## config.mk

```make
export PLATFORM = sky130hd
export DESIGN_NAME = noc_input_buffer
export DESIGN_NICKNAME = d
export VERILOG_FILES = /design/src/rtl/noc_input_buffer.sv
export SDC_FILE = /design/constraint.sdc
export NUM_CORES = 1
export LEC_CHECK = 0
export ABC_AREA = 1
export CAP_MARGIN = 5
export CORE_ASPECT_RATIO = 0.9
export CORE_MARGIN = 10
export CORE_UTILIZATION = 63
export CTS_CLUSTER_SIZE = 20
export DETAILED_ROUTE_END_ITERATION = 8
export DONT_BUFFER_PORTS = 1
export GPL_ROUTABILITY_DRIVEN = 0
export PLACE_DENSITY = 0.79
export SYNTH_ARGS = -nofsm -noshare
export SYNTH_HDL_FRONTEND = slang
export SYNTH_SLANG_ARGS = --single-unit
```

## constraint.sdc

```tcl
create_clock -name clk -period 2.85 [get_ports clk]
set_input_delay 0.57 -clock clk [delete_from_list [all_inputs] [get_ports clk]]
set_output_delay 0.57 -clock clk [all_outputs]
set_load 0.01 [all_outputs]
```

## src/rtl/noc_input_buffer.sv

```systemverilog
// Per-input-port flit FIFO with dimension-order route computation for the head flit.
// Define NOC_ROUTE_YX_EN to resolve Y before X (YX routing); XY routing otherwise.
module noc_input_buffer #(
  parameter int unsigned DEPTH   = 4,
  parameter int unsigned FLIT_W  = 32,
  parameter int unsigned COORD_W = 2,
  parameter int unsigned MY_X    = 0,
  parameter int unsigned MY_Y    = 0
) (
  input  logic                       clk,
  input  logic                       rst,
  input  logic                       in_valid,
  input  logic [FLIT_W-1:0]          in_flit,
  output logic                       in_ready,
  output logic                       buf_request,
  output logic [4:0]                 buf_route,
  output logic [FLIT_W-1:0]          buf_flit,
  input  logic                       buf_grant,
  output logic [$clog2(DEPTH):0]     count
);

  localparam int unsigned PTR_W = $clog2(DEPTH);
  localparam int unsigned CNT_W = PTR_W + 1;
  localparam logic [CNT_W-1:0]   FULL_CNT = CNT_W'(DEPTH);
  localparam logic [COORD_W-1:0] MY_X_C   = COORD_W'(MY_X);
  localparam logic [COORD_W-1:0] MY_Y_C   = COORD_W'(MY_Y);

  typedef enum logic [2:0] {
    PortNorth = 3'b000,
    PortEast  = 3'b001,
    PortSouth = 3'b010,
    PortWest  = 3'b011,
    PortLocal = 3'b100
  } port_e;

  logic [FLIT_W-1:0] mem_q [DEPTH];
  logic [PTR_W-1:0]  wr_ptr_q, rd_ptr_q;
  logic [CNT_W-1:0]  count_q, count_d;
  logic              push, pop, empty;
  logic [FLIT_W-1:0] head;
  logic [COORD_W-1:0] dest_x, dest_y;
  port_e             port;

  assign empty       = (count_q == '0);
  assign in_ready    = (count_q != FULL_CNT);
  assign buf_request = !empty;
  assign push        = in_valid && in_ready;
  // Grant while empty is ignored because buf_request is low.
  assign pop         = buf_grant && buf_request;
  assign count       = count_q;

  always_comb begin
    count_d = count_q;
    case ({push, pop})
      2'b10:   count_d = count_q + CNT_W'(1);
      2'b01:   count_d = count_q - CNT_W'(1);
      default: count_d = count_q;
    endcase
  end

  always_ff @(posedge clk or posedge rst) begin
    if (rst) begin
      wr_ptr_q <= '0;
      rd_ptr_q <= '0;
      count_q  <= '0;
    end else begin
      if (push) wr_ptr_q <= wr_ptr_q + PTR_W'(1);
      if (pop)  rd_ptr_q <= rd_ptr_q + PTR_W'(1);
      count_q <= count_d;
    end
  end

  // Storage needs no reset; count gates every read.
  always_ff @(posedge clk) begin
    if (push) mem_q[wr_ptr_q] <= in_flit;
  end

  assign head     = mem_q[rd_ptr_q];
  assign dest_x   = head[2*COORD_W-1:COORD_W];
  assign dest_y   = head[COORD_W-1:0];
  assign buf_flit = empty ? '0 : head;

  always_comb begin
    port = PortLocal;
`ifdef NOC_ROUTE_YX_EN
    if (dest_y > MY_Y_C)      port = PortNorth;
    else if (dest_y < MY_Y_C) port = PortSouth;
    else if (dest_x > MY_X_C) port = PortEast;
    else if (dest_x < MY_X_C) port = PortWest;
    else                      port = PortLocal;
`else
    if (dest_x > MY_X_C)      port = PortEast;
    else if (dest_x < MY_X_C) port = PortWest;
    else if (dest_y > MY_Y_C) port = PortNorth;
    else if (dest_y < MY_Y_C) port = PortSouth;
    else                      port = PortLocal;
`endif
  end

  // 3'b111 is not a port code, so an empty buffer never matches in the allocator.
  assign buf_route = empty ? 5'b11100 : {port, 2'b00};

endmodule

```

==> run_results.csv <==
group,metric,value,unit
global_routing,grt_pass1_vias,3333,
synthesis,yosysWarnings,0,
layout,area_delta_synth_final,13.2,%
layout,nets,490,
floorplan,die_area,0.0128,sq mm
global_routing,grt_overflow,0,
place,dpl.cell_count,547,
global_routing,met2_usage,0.297,
synthesis,synth-seq-cells,135,
sta,rsz0062_at_grt,"false",
clock_tree,htree_num_levels,4,
detailed_routing,dr.pass1.iters,5,
worst_setup_path,crit_fanout,26,
global_routing,antenna_found_initial,0,
synthesis,synth-seq-area-share,0.738,
detailed_routing,ant_nets,0,
detailed_routing,via_count,3146,
clock_tree,clkSinkCount,135,
sta,drv_slew,0,
layout,drive_gt1_frac,0.124,
floorplan,chipWidth,118,um
job,drv_cap,0,
status,status,"completed",
sta,min_period,2690,ps
worst_hold_path,hold_class,"primary input to flop",
floorplan,io_pins,78,
place,dp.final_hpwl,6.57,mm
synthesis,synth_area,0.00545,sq mm
clock_tree,clkLatencyLatePin,520,ps
sta,setup_viol,0,
pwr,p_leak,2.17,nW
floorplan,initial_core_util,0.642,
clock_tree,cts_made_buffers,17,
clock_tree,cts_root_buf,"clkbuf_8",
synthesis,synth.distinct_cells,22,
layout,nFillCells,561,
detailed_routing,drc,0,
clock_tree,cts_buffer_depth,2,
sta,max_freq,371,MHz
clock_tree,cts_tree,"built",
pwr,ir_worst_vdd,0.000606,V
clock_tree,clkTransAtPathRegs,60,ps
global_routing,use_met1,0.202,
floorplan,rows,32,
pwr,finalPower,7.27,mW
sta,fin_worst_skew,6.25,ps
sta,tightest_slew,670,ps
global_routing,grt_start_max_net_pins,45,
sta,slew_headroom,0.553,
worst_setup_path,ff2ff_setup_slack,600,ps
detailed_routing,avgRoutedWirePerCell,18.6,um
detailed_routing,postRouteWirelength,10.8,mm
worst_setup_path,cp.arrival,2120,ps
layout,final_cell_mix,"edfxtp_1, nor2_1, o21ai_1",
global_routing,grt_util_met3,0.0782,
synthesis,synthCells,437,
global_routing,grt_first_pass_wirelength,17.4,mm
sta,setup_tns,0,ps
detailed_routing,viasPerCell,5.42,
worst_setup_path,critPathRequiredTime,2280,ps
synthesis,syn_avg_cell_area,12.5,sq um
layout,layout_commonest_cell,"edfxtp_1",
global_routing,grt_usage,0.178,
sta,post-route-period-util,0.945,
layout,antenna_cells,0,
worst_setup_path,worstSetupPathType,"flop to primary output",
worst_setup_path,worst_setup_path_start_kind,"flop",
detailed_routing,drt_iter0_drc,295,
worst_setup_path,end_kind,"primary output",
floorplan,core-area,0.00849,sq mm
sta,finalHoldViolations,0,
floorplan,die_y,108,um
layout,final_cells,580,
global_routing,top_usage_layer,"met2",
clock_tree,post_cts_buffers,0,
place,port_buffers,0,
pwr,powerDensity,1180,mW/mm^2
-- logic make-up (layout without fill, tap and decap cells) --
kind of cell / after synthesis / in the layout / share of synthesized area
AO/OA/AOI/OAI: 89 / 89 / 0.0818
XOR/XNOR: 4 / 4 / 0.00643
adder cells (fa/ha/maj): 6 / 6 / 0.0152
buffers and inverters: 42 / 65 / 0.0441
flip-flops: 135 / 135 / 0.738
other: 1 / 2 / 0.000688
AND/OR/NAND/NOR: 160 / 160 / 0.114
-- timing repair --
action,in CTS,in global routing
resized for setup,0,0
hold buffers,1,0
setup endpoints to repair,0,0
hold endpoints to repair,7,0
-- synthesized netlist by cell type --
library cell,number,share of area
a21oi_1,30,0.028
buf_2,10,0.0092
buf_4,4,0.0055
buf_6,7,0.014
clkbuf_1,4,0.0028
clkbuf_2,2,0.0018
conb_1,1,0.00069
dfrtp_1,7,0.032
edfxtp_1,128,0.71
fa_1,1,0.0037
ha_1,5,0.011
inv_1,13,0.0090
inv_2,2,0.0014
nand2_1,24,0.017
nand2_2,1,0.0011
nand3_1,10,0.0092
nand3_2,1,0.0018
nor2_1,124,0.085
o21ai_0,21,0.019
o21ai_1,38,0.035
xnor2_1,1,0.0016
xor2_1,3,0.0048
-- per-stage QoR --
| stage | hold WS [ps] | util | worst slack (ps) | area, sq um |
|---|---|---|---|---|
| 6_report | 143 | 0.726 | 156 | 6170 |
| 5_1_grt | 111 | 0.726 | 24.8 | 6170 |
| 4_1_cts | 119 | 0.726 | 134 | 6170 |
| 3_5_place_dp | 419 | 0.657 | 573 | 5580 |
| 3_3_place_gp | 419 | 0.657 | 614 | 5580 |
| 2_1_floorplan | 373 | - | 251 | 5450 |
-- report_power, final --
| part | total (mW) | switching, mW | internal, mW |
|---|---|---|---|
| Sequential | 2.76 | 0.128 | 2.63 |
| Combinational | 2.41 | 1.71 | 0.699 |
| Clock | 2.10 | 0.839 | 1.26 |
-- routing by layer --
layer,share of wire,vias to the layer above
met4,0.0083,0
met2,0.51,118
met1,0.38,1486
met5,0,-
li1,-,1532
met3,0.097,10
-- worst max-delay path, stage by stage (launching register included) --
cell     delay, ps
dfrtp_2        410
inv_2          310
buf_4          360
o21ai_0        150
a21oi_1        220
buf_4          160
-- sequential cells by signal, summed over array words and instances, names as in the netlist --
| name | flops |
|---|---|
| mem_q | 128 |
| count | 3 |
| rd_ptr_q | 2 |
| wr_ptr_q | 2 |
-- cell type report --
type                            instances  area [sq um]  area share
Multi-Input combinational cell        261          1220       0.198
Sequential cell                       135          4020       0.652
Clock buffer                           17           414      0.0672
Timing Repair Buffer                   18           138      0.0223
Tap cell                              119           149      0.0241
Inverter                               15          56.3     0.00913
Clock inverter                         15           166      0.0270
-- worst paths after layout --
kind / startpoint / endpoint / cells after the start
setup reg to reg: count[0] / count[2] / 9
hold / removal: in_flit[23] / mem_q[3][23] / 0
min in group asynchronous: rst / count[0] / 2
hold reg to reg: count[0] / count[0] / 1
setup / recovery: rd_ptr_q[0] / buf_flit[27] / 5
max in group asynchronous: rst / rd_ptr_q[0] / 2
(Power assumes the default switching activity.)
